File: config.mk
export PLATFORM = sky130hd
export DESIGN_NAME = regfile_wr_decoder_seq_flat
export DESIGN_NICKNAME = d
export VERILOG_FILES = /design/src/rtl/regfile_wr_decoder_seq_if.sv /design/src/rtl/regfile_wr_decoder_seq.sv /design/src/flat_wrapper.sv
export SDC_FILE = /design/constraint.sdc
export NUM_CORES = 1
export LEC_CHECK = 0
export CAP_MARGIN = 0
export CORE_MARGIN = 5
export CORE_UTILIZATION = 51
export CTS_BUF_LIST = sky130_fd_sc_hd__clkbuf_4
export DETAILED_ROUTE_END_ITERATION = 10
export GPL_ROUTABILITY_DRIVEN = 1
export PLACE_DENSITY = 0.82
export SLEW_MARGIN = 0
export SYNTH_ARGS = -nofsm -noshare
export SYNTH_HDL_FRONTEND = slang
export SYNTH_SLANG_ARGS = --single-unit
File: constraint.sdc
create_clock -name clock -period 2 [get_ports clock]
set_input_delay 0.4 -clock clock [delete_from_list [all_inputs] [get_ports clock]]
set_output_delay 0.4 -clock clock [all_outputs]
set_load 0.005 [all_outputs]
File: src/rtl/regfile_wr_decoder_seq_if.sv
// Host-side bus of the register-file write decoder: normal write request,
// sweep control and the registered write-enable outputs.
interface regfile_wr_decoder_seq_if #(
  parameter int SEL_W = 5
);
  localparam int NREG = 1 << SEL_W;

  logic             ctrl_writeEnable;
  logic [SEL_W-1:0] ctrl_writeReg;
  logic             sweep_start;
  logic             write_ready;
  logic             sweep_busy;
  logic             sweep_done;
  logic [NREG-1:0]  out_we;
  logic             out_clear;

  modport master (
    output ctrl_writeEnable,
    output ctrl_writeReg,
    output sweep_start,
    input  write_ready,
    input  sweep_busy,
    input  sweep_done,
    input  out_we,
    input  out_clear
  );

  modport slave (
    input  ctrl_writeEnable,
    input  ctrl_writeReg,
    input  sweep_start,
    output write_ready,
    output sweep_busy,
    output sweep_done,
    output out_we,
    output out_clear
  );
endinterface

File: src/rtl/regfile_wr_decoder_seq.sv
// Registered one-hot write-enable decoder with a built-in clear sweep that
// walks every writable register once; index 0 can be write-protected.
module regfile_wr_decoder_seq #(
  parameter int SEL_W        = 5,
  parameter bit ZERO_PROTECT = 1'b1
) (
  input  logic                     clock,
  input  logic                     ctrl_reset,
  regfile_wr_decoder_seq_if.slave  bus
);

  localparam int NREG = 1 << SEL_W;
  localparam logic [SEL_W-1:0] START_IDX = ZERO_PROTECT ? SEL_W'(1) : '0;
  localparam logic [SEL_W-1:0] LAST_IDX  = '1;

  typedef enum logic [1:0] {
    ST_IDLE  = 2'd0,
    ST_SWEEP = 2'd1,
    ST_DONE  = 2'd2
  } state_t;

  function automatic logic [NREG-1:0] onehot(input logic [SEL_W-1:0] idx);
    logic [NREG-1:0] v;
    v      = '0;
    v[idx] = 1'b1;
    return v;
  endfunction

  state_t           r_state;
  logic [SEL_W-1:0] r_cnt;
  logic             r_last;
  logic [NREG-1:0]  r_we;
  logic             r_clear;
  logic             r_busy;
  logic             r_done;

  state_t           w_state_nxt;
  logic [SEL_W-1:0] w_cnt_nxt;
  logic             w_last_nxt;
  logic [NREG-1:0]  w_we_nxt;
  logic             w_clear_nxt;
  logic             w_wr_blocked;

  assign w_wr_blocked = ZERO_PROTECT && (bus.ctrl_writeReg == '0);

  // r_last marks that the final index has been issued; the next edge
  // leaves SWEEP so sweep_done follows the last clear by one cycle.
  always_comb begin
    w_state_nxt = r_state;
    w_cnt_nxt   = r_cnt;
    w_last_nxt  = r_last;
    w_we_nxt    = '0;
    w_clear_nxt = 1'b0;
    case (r_state)
      ST_IDLE: begin
        if (bus.ctrl_writeEnable && !w_wr_blocked) begin
          w_we_nxt = onehot(bus.ctrl_writeReg);
        end else begin
          w_we_nxt = '0;
        end
        if (bus.sweep_start) begin
          w_state_nxt = ST_SWEEP;
          w_cnt_nxt   = START_IDX;
          w_last_nxt  = 1'b0;
        end else begin
          w_state_nxt = ST_IDLE;
        end
      end
      ST_SWEEP: begin
        if (r_last) begin
          w_state_nxt = ST_DONE;
          w_last_nxt  = 1'b0;
        end else begin
          w_we_nxt    = onehot(r_cnt);
          w_clear_nxt = 1'b1;
          if (r_cnt == LAST_IDX) begin
            w_cnt_nxt  = '0;
            w_last_nxt = 1'b1;
          end else begin
            w_cnt_nxt  = r_cnt + SEL_W'(1);
          end
        end
      end
      ST_DONE: begin
        w_state_nxt = ST_IDLE;
        w_last_nxt  = 1'b0;
      end
      default: begin
        w_state_nxt = ST_IDLE;
        w_cnt_nxt   = '0;
        w_last_nxt  = 1'b0;
      end
    endcase
  end

  // State and registered outputs; busy/done track the state they describe.
  always_ff @(posedge clock) begin
    if (!ctrl_reset) begin
      r_state <= ST_IDLE;
      r_cnt   <= '0;
      r_last  <= 1'b0;
      r_we    <= '0;
      r_clear <= 1'b0;
      r_busy  <= 1'b0;
      r_done  <= 1'b0;
    end else begin
      r_state <= w_state_nxt;
      r_cnt   <= w_cnt_nxt;
      r_last  <= w_last_nxt;
      r_we    <= w_we_nxt;
      r_clear <= w_clear_nxt;
      r_busy  <= (w_state_nxt == ST_SWEEP);
      r_done  <= (w_state_nxt == ST_DONE);
    end
  end

  assign bus.write_ready = (r_state == ST_IDLE);
  assign bus.sweep_busy  = r_busy;
  assign bus.sweep_done  = r_done;
  assign bus.out_we      = r_we;
  assign bus.out_clear   = r_clear;

endmodule

File: src/flat_wrapper.sv
// flat-port wrapper written by rule: the top's interface ports become plain ports
module regfile_wr_decoder_seq_flat 
#(
  parameter int SEL_W        = 5,
  parameter bit ZERO_PROTECT = 1'b1
)
  (clock, ctrl_reset, bus_ctrl_writeEnable, bus_ctrl_writeReg, bus_sweep_start, bus_write_ready, bus_sweep_busy, bus_sweep_done, bus_out_we, bus_out_clear);
  regfile_wr_decoder_seq_if #(.SEL_W(SEL_W)) bus_i ();
  input  logic clock;
  input  logic ctrl_reset;
  input wire logic [$bits(bus_i.ctrl_writeEnable)-1:0] bus_ctrl_writeEnable;
  input wire logic [$bits(bus_i.ctrl_writeReg)-1:0] bus_ctrl_writeReg;
  input wire logic [$bits(bus_i.sweep_start)-1:0] bus_sweep_start;
  output wire logic [$bits(bus_i.write_ready)-1:0] bus_write_ready;
  output wire logic [$bits(bus_i.sweep_busy)-1:0] bus_sweep_busy;
  output wire logic [$bits(bus_i.sweep_done)-1:0] bus_sweep_done;
  output wire logic [$bits(bus_i.out_we)-1:0] bus_out_we;
  output wire logic [$bits(bus_i.out_clear)-1:0] bus_out_clear;
  assign bus_i.ctrl_writeEnable = bus_ctrl_writeEnable;
  assign bus_i.ctrl_writeReg = bus_ctrl_writeReg;
  assign bus_i.sweep_start = bus_sweep_start;
  assign bus_write_ready = bus_i.write_ready;
  assign bus_sweep_busy = bus_i.sweep_busy;
  assign bus_sweep_done = bus_i.sweep_done;
  assign bus_out_we = bus_i.out_we;
  assign bus_out_clear = bus_i.out_clear;
  regfile_wr_decoder_seq #(.SEL_W(SEL_W), .ZERO_PROTECT(ZERO_PROTECT)) u_core (.clock(clock), .ctrl_reset(ctrl_reset), .bus(bus_i));
endmodule
Word level (Yosys, flattened, before mapping)
Index checks and enable logic that the tools add are counted.

operators by class
  add/sub/neg operators = 1
  magnitude comparators = 4
  equality and inequality tests = 7
  multiplexer cells = 19
  bitwise operators = 1
  reduce and logical (&&, ||, !) cells = 8

operator list
  operator               number
  $mux W32               2
  $pmux W32 S2           1
  $mux W5                3
  $pmux W5 S3            1
  $lt A5 B6 Y1 const B   2
  $demux W1 S5           2
  $ge A5 B1 Y1 const B   2
  $mux W1                7
  $add A5 B1 Y5 const B  1
  $eq A5 B5 Y1 const B   1
  $logic_not A5 Y1       1
  $eq A2 B1 Y1 const B   2
  $eq A2 B2 Y1 const B   2
  $ne A2 B2 Y1 const B   2
  $pmux W2 S2            1
  $logic_and A1 B1 Y1    3
  $reduce_and A3 Y1      1
  $logic_not A2 Y1       1
  $mux W2                1
  $pmux W1 S2            1
  $reduce_and A2 Y1      1
  $logic_not A1 Y1       1
  $not A1 Y1             1

storage, ports and cells
  flip-flop bits (word level) = 43
  bits of input ports = 9
  output and inout bits = 36
  logic and storage cells = 47

Logic depth before layout (Yosys ltp)
Gate-level depths: netlist of the first run.

  depth in word-level cells = 6
  depth in mapped cells = 7
  depth with buffers taken out = 7

Least setup slack after synthesis of the first run
No wires, ideal clock.

  kind = reg-to-reg
  start = register u_core.r_cnt[2]
  end = register u_core.r_cnt[1]
  setup time = 0.132 ns
  data arrival time = 1.406 ns
  path slack = 0.462 ns
  cell stages (with the launch flop) = 8
  path buffers = 1
  path through = dfxtp_1 -> clkbuf_1 -> and3_1 -> ha_1 -> nand2b_1 -> and3_1 -> o21ai_0 -> a211oi_1

between the ends
  cells in the longest elaborated chain, start to end = 4

ends and longest elaborated chain
  element                 line                           RTL
  from (decl)             regfile_wr_decoder_seq.sv:30   logic [SEL_W-1:0] r_cnt;
  from (signal assigned)  regfile_wr_decoder_seq.sv:108  r_cnt <= w_cnt_nxt;
  $eq A5 B5 Y1            regfile_wr_decoder_seq.sv:76   if (r_cnt == LAST_IDX) begin
  $mux W5                 regfile_wr_decoder_seq.sv:76
  $mux W5                 regfile_wr_decoder_seq.sv:70   if (r_last) begin
  $pmux W5 S3             regfile_wr_decoder_seq.sv:54   case (r_state)

Every way passes these cells. The select of a mux whose other input is x is not followed.
A chain may end at the register's enable or synchronous reset.

Final worst setup path of the first run
  start = register u_core.r_state[1]
  end = output bus_write_ready

between the ends
  cells in the longest elaborated chain, start to end = 1

ends and longest elaborated chain
  element                 line                           RTL
  from (decl)             regfile_wr_decoder_seq.sv:29   state_t r_state;
  from (signal assigned)  regfile_wr_decoder_seq.sv:107  r_state <= w_state_nxt;
  $logic_not A2 Y1        regfile_wr_decoder_seq.sv:117  assign bus.write_ready = (r_state == ST_IDLE);
  to (decl)               flat_wrapper.sv:14             output wire logic [$bits(bus_i.write_ready)-1:0] bus_write_ready;

Every way passes these cells.

==> impl_results.md, run 1 <==
- Global placer's final weighted congestion: 0.877
- RSZ-0062 raised after global routing: no
- Final Max Tran Viols: 0
- Mapped cell area: 1850 µm²
- Post-layout util: 0.709
- Crit start category: register
- Setup Skew: 0.00551 ns
- Chip height: ~70 µm
- Max-slew headroom: 0.655
- Reg clk slew, reported paths: 0.12 ns
- Period utilization: 0.931
- Post-DP HPWL: 3.22 mm
- Setup Fix Bufs, Post-CTS: 0
- Largest net degree at the start of global routing: 18
- Crit path capture type: output pin
- EDFF count, synth: 0
- Final setup viols: 0
- Layout cell share with drive strength beyond 1: 0.0813
- Multi-input logic area: between 900 and 1000 µm²
- Yosys top cell area share: 0.466
- Yosys cell types: 32
- List of most frequent post-synthesis cells: dfxtp_1, a22oi_1, nor2_1
- Routed WL per cell: 14.7 µm
- Initial antenna violation count: 0
- Synth top area cells: dfxtp_1, a22oi_1, nor2b_1
- Peak Freq: between 500 and 600 MHz
- Max cap viols: 0
- I/O pins: 45
- Final nets: 259
- Die X: 70.2 µm
- Die ar.: 4920 µm²
- Synth warn: 0
- Overflow after GRT: 0
- FF-to-FF setup slack: 0.27 ns
- Post-CTS Hold Buffers: 0
- Via count: 1612
- Worst skew pair latency: 0.35 ns
- Asr flop ratio synth: 0
- Synth area leader: dfxtp_1
- Outcome: finished clean
- Post-cts sizing count: 0
- Worst slew pin tran: 0.513 ns
- First-pass GRT wire length: 7.04 mm
- Ys flop type: dfxtp_1
- H-tree levels: 2
- Initial Utilization: 0.540
- Yosys reg bits: 43
- Crit path time final: 1.86 ns
- CTS tree: built
- Iter 0 DRT Violations: 125
- Mapped Cells: 199
- Sequential Area: 861 µm²
- DR DRC count: 0
- Area of the core: 3420 µm²
- Setup TNS: 0 ns
- Syn_area_per_cell: 9.27 µm²
- Fillers: 281
- Seq/Total Area, Yosys: 0.466
- Standard-cell row count: 21
- Port Buffers: 44
- Fin. Hold Viols: 0
- Final ANT Viol Nets: 0
- Layout Area Growth over Synthesis: 31.3%
- Number of CTS-inserted buffers: 5
- Vias in the first global route: around 1500
- Critical path data required time: 1.60 ns
- Drt total wl: about 4.3 mm
- Most common cell in the netlist: dfxtp_1
- First-pass DRT Iterations: 4
- Antenna diodes: 0
- Worst Path Max Fanout: 9
- Root buffer cell: clkbuf_4
- LEAKAGE: 0.893 nW
- Sink Count: 43
- Syn nets: 213
- Max IR drop VDD: between 400 and 500 µV
- Max Buffers Root-to-Sink: 2
- Hold Crit Class: reg -> reg
- Total GRT Usage: 0.181
- Vias per inst: approximately 5.5
- Crit path kind: reg -> out
- P per Cell Area: 647 nW/µm²
- Critical Path AT: 1.46 ns
-- power breakdown --
group          internal (mW)  total [mW]  leakage [nW]  switching (mW)
clock network          0.257       0.522        0.0426           0.265
logic                 0.0764       0.165         0.503          0.0887
registers              0.870       0.880         0.348         0.00988
-- registers in the layout (all words and copies together), names as in the netlist --
name	cells
u_core.bus.sweep_done	1
u_core.bus.out_clear	1
u_core.r_cnt	5
u_core.r_state	2
u_core.r_last	1
u_core.bus.sweep_busy	1
u_core.bus.out_we	32
-- cell type report --
class | instances | share of cell area
clock buffer | 5 | 0.0155
tap | 46 | 0.0238
inverter | 4 | 0.00620
timing repair buffer | 53 | 0.210
multi-input combinational | 138 | 0.373
clock inverter | 3 | 0.0160
sequential | 43 | 0.355
-- critical path: stages, from the launching register on --
cell and delay [ns]:
dfxtp_1 0.40, nor2_1 0.18, clkdlybuf4s50_1 0.53
-- cells in the final DEF (no fill, tap or decap), types with 2 or more instances in the layout --
master,synthesis,final
nor3b_1,4,4
ha_1,5,5
nor2b_1,19,19
and2_0,2,2
clkdlybuf4s50_1,0,44
and2_1,5,5
nor3_2,2,2
and3_1,7,7
nand3_1,5,5
a22oi_1,28,28
nor2_1,26,26
xor2_1,2,2
nor3_1,2,2
a32o_1,2,2
clkbuf_4,0,5
a21oi_1,4,4
dfxtp_1,43,43
o21ai_0,5,5
nand3b_1,4,4
o211ai_1,2,2
nand2b_1,3,3
inv_1,4,4
buf_4,0,9
nand2_1,3,3
and3b_1,2,2
-- metrics by stage --
step	instances	setup slack (ns)	hold WS, ns	cell area [µm²]	power (mW)
floorplan	199	0.462	0.500	1850	0.990
global placement	284	0.0455	0.537	2350	1.06
detailed placement	284	0.0141	0.553	2350	1.06
CTS	292	0.128	0.571	2420	1.58
global route	292	0.0566	0.608	2420	1.62
finish	292	0.139	0.575	2420	1.57
-- routing by layer --
metal  wire [µm]  vias to the layer above  GRT usage
met4          68                        0     0.0915
met5           0                        -          0
met3         238                        8     0.0402
met2        2270                       54      0.323
li1            -                      794          -
met1        1730                      756      0.199
-- logic make-up (layout without fill, tap and decap cells) --
group,after synthesis,after routing,synth area share
and+or+nand+nor,88,88,0.281
AOI/OAI and AO/OA,43,43,0.166
DFF,43,43,0.466
buffers and inverters,18,65,0.0434
adders and majority gates,5,5,0.0339
xor gates and xnor gates,2,2,0.00949
-- final timing paths --
path	startpoint	endpoint	depth (start not counted)
max	u_core.r_state[1]$_SDFF_PN0_	bus_write_ready	2
min	u_core.r_last$_SDFFE_PN0P_	u_core.r_last$_SDFFE_PN0P_	2
max reg2reg	u_core.r_cnt[0]$_SDFFE_PN0P_	u_core.r_cnt[1]$_SDFFE_PN0P_	7
min reg2reg	u_core.r_last$_SDFFE_PN0P_	u_core.r_last$_SDFFE_PN0P_	2
(Power assumes the default switching activity.)
==> run 2, diff against run 1 <==
--- a/config.mk
+++ b/config.mk
@@ -6,7 +6,6 @@
 export NUM_CORES = 1
 export LEC_CHECK = 0
 export CAP_MARGIN = 0
-export CORE_MARGIN = 5
 export CORE_UTILIZATION = 51
 export CTS_BUF_LIST = sky130_fd_sc_hd__clkbuf_4
 export DETAILED_ROUTE_END_ITERATION = 10
==> impl_results.md, run 2 (synthesis results as in run 1) <==
- Post-cts sizing count: 0 (unchanged)
- DR DRC count: 0 (unchanged)
- CTS tree: built (unchanged)
- Largest net degree at the start of global routing: 18 (unchanged)
- Setup crit start: u_core.r_state[1]$_SDFF_PN0_ (unchanged)
- Root buffer cell: clkbuf_4 (unchanged)
- Peak Freq: 543 MHz (was 537 MHz)
- Total power: 1.57 mW (about the same)
- Max Buffers Root-to-Sink: 2 (unchanged)
- Crit path kind: reg -> out (unchanged)
- Max stage delay on crit path: 0.53 ns (about the same)
- Worst Path Max Fanout: 9 (unchanged)
- Layout cell share with drive strength beyond 1: 0.0813 (unchanged)
- Layout Area Growth over Synthesis: 31.3% (unchanged)
- Overflow after GRT: 0 (unchanged)
- Crit path capture type: output pin (unchanged)
- Die ar.: 3860 µm² (was 4920 µm²)
- Setup Fix Bufs, Post-CTS: 0 (unchanged)
- Crit start category: register (unchanged)
- Max-slew headroom: 0.643 (was 0.655)
- Hold Crit Class: reg -> reg (unchanged)
- Max IR drop VDD: 392 µV (was 431 µV)
- Critical path endpoint: bus_write_ready (unchanged)
- Cell family with most CP delay: buffers and inverters (unchanged)
- Global placer's final weighted congestion: 0.956 (was 0.877)
- Fin. Hold Viols: 0 (unchanged)
- First-pass DRT Iterations: 4 (unchanged)
- Number of CTS-inserted buffers: 5 (unchanged)
- Crit path time final: 1.84 ns (was 1.86 ns)
- Leading cell type in the layout, fill and taps excluded: clkdlybuf4s50_1 (unchanged)
- Max reg flops: 32 (unchanged)
- CP cell instances: nor2_1 -> clkdlybuf4s50_1 (unchanged)
- Most frequent cells in the layout: clkdlybuf4s50_1, dfxtp_1, a22oi_1, nor2_1, nor2b_1 (unchanged)
- Initial antenna violation count: 0 (unchanged)
- Drt total wl: 4.08 mm (was 4.31 mm)
- R2R Path Start: u_core.r_cnt[0]$_SDFFE_PN0P_ (unchanged)
- FF-to-FF setup slack: 0.25 ns (was 0.27 ns)
- H-tree levels: 2 (unchanged)
- Sink Count: 43 (unchanged)
- Setup TNS: 0 ns (unchanged)
- Vias in the first global route: 1500 (was 1477)
- Iter 0 DRT Violations: 85 (was 125)
- Reg2Reg Depth: 7 (unchanged)
- I/O pins: 45 (unchanged)
- Final ANT Viol Nets: 0 (unchanged)
- Standard-cell row count: 21 (unchanged)
- Antenna diodes: 0 (unchanged)
- Slowest library cell on the worst path: clkdlybuf4s50_1 (unchanged)
- Critical path data required time: 1.60 ns (about the same)
- Worst slew pin tran: 0.534 ns (was 0.513 ns)
- Post-CTS Hold Buffers: 0 (unchanged)
- Post-DP HPWL: 2.96 mm (was 3.22 mm)
- First-pass GRT wire length: 7.08 mm (was 7.04 mm)
- Vias per inst: 5.49 (was 5.52)
- Die X: 62.2 µm (was 70.2 µm)
- Setup Skew: 0.00852 ns (was 0.00551 ns)
- RSZ-0062 raised after global routing: no (unchanged)
- Hold slack: 0.565 ns (was 0.575 ns)
- R2R Path End: u_core.r_cnt[1]$_SDFFE_PN0P_ (unchanged)
- Final Max Tran Viols: 0 (unchanged)
- Port Buffers: 44 (unchanged)
- Period utilization: 0.921 (was 0.931)
- Reg clk slew, reported paths: 0.12 ns (about the same)
- Initial Utilization: 0.544 (was 0.540)
- Worst skew pair latency: 0.35 ns (about the same)
- Total GRT Usage: 0.227 (was 0.181)
- Outcome: finished clean (unchanged)
- Via count: 1603 (was 1612)
- Area of the core: 3390 µm² (was 3420 µm²)
- P per Cell Area: 649 nW/µm² (was 647 nW/µm²)
- Chip height: 62.2 µm (was 70.2 µm)
- Routed WL per cell: 14.0 µm (was 14.7 µm)
- Max cap viols: 0 (unchanged)
- Critical Path AT: 1.44 ns (was 1.46 ns)
- CP Depth: 2 (unchanged)
- LEAKAGE: 0.893 nW (unchanged)
- Bufs and invs on worst path: 1 (unchanged)
- Final nets: 259 (unchanged)
- Final setup viols: 0 (unchanged)
[run 2: cell counts in the layout (fill, tap and decap cells not counted)]
No cell type changed its count.
[run 2: worst min-delay path, stage by stage, from the launching register on]
cell	delay, ns
dfxtp_1	0.35
inv_1	0.11
a211oi_1	0.07
[run 2: worst min-delay path by stage]
stage,start,end,depth (start not counted)
6_report,u_core.r_cnt[1]$_SDFFE_PN0P_,u_core.r_cnt[1]$_SDFFE_PN0P_,2
5_1_grt,u_core.r_last$_SDFFE_PN0P_,u_core.r_last$_SDFFE_PN0P_,2
4_1_cts,u_core.r_cnt[1]$_SDFFE_PN0P_,u_core.r_cnt[1]$_SDFFE_PN0P_,2
3_5_place_dp,u_core.r_cnt[1]$_SDFFE_PN0P_,u_core.r_cnt[1]$_SDFFE_PN0P_,2
3_3_place_gp,u_core.r_cnt[1]$_SDFFE_PN0P_,u_core.r_cnt[1]$_SDFFE_PN0P_,2
2_1_floorplan,u_core.r_last$_SDFFE_PN0P_,u_core.r_last$_SDFFE_PN0P_,2
[run 2: final cells by class]
cell class	instances	area [µm²]
clock buffer	5	37.5
clock inverter	3	38.8
fill	238	967
inverter	4	15.0
multi-input combinational	138	905
sequential	43	861
tap	46	57.6
timing repair buffer	53	508
[run 2: per-layer routing]
layer	vias to the layer above	GRT usage	wire (µm)	part of all wire
met5	-	0	0	0
met2	46	0.380	2070	0.51
met1	759	0.283	1720	0.42
met4	0	0.0959	104	0.026
met3	9	0.0460	183	0.045
li1	789	-	-	-
[run 2: metrics by stage]
stage	std cells	util	instance area (µm²)	setup WS [ns]
after detailed placement	284	0.692	2350	0.0266
after global placement	284	0.692	2350	0.0475
after global routing	292	0.715	2420	0.0290
after floorplan	199	-	1850	0.462
final	292	0.715	2420	0.158
after CTS	292	0.715	2420	0.147
[run 2: report_power, final]
group	internal, mW	switching [mW]
combinational	0.0765	0.0893
sequential	0.870	0.00989
clock	0.257	0.270
total	1.20	0.369
==> run 3, diff against run 2 <==
--- a/config.mk
+++ b/config.mk
@@ -8,8 +8,10 @@
 export CAP_MARGIN = 0
 export CORE_UTILIZATION = 51
 export CTS_BUF_LIST = sky130_fd_sc_hd__clkbuf_4
+export CTS_CLUSTER_SIZE = 30
 export DETAILED_ROUTE_END_ITERATION = 10
 export GPL_ROUTABILITY_DRIVEN = 1
+export HOLD_SLACK_MARGIN = 0.06
 export PLACE_DENSITY = 0.82
 export SLEW_MARGIN = 0
 export SYNTH_ARGS = -nofsm -noshare
==> results of run 3 <==
No change in the layout: final DEF, timing and power equal those of run 2.
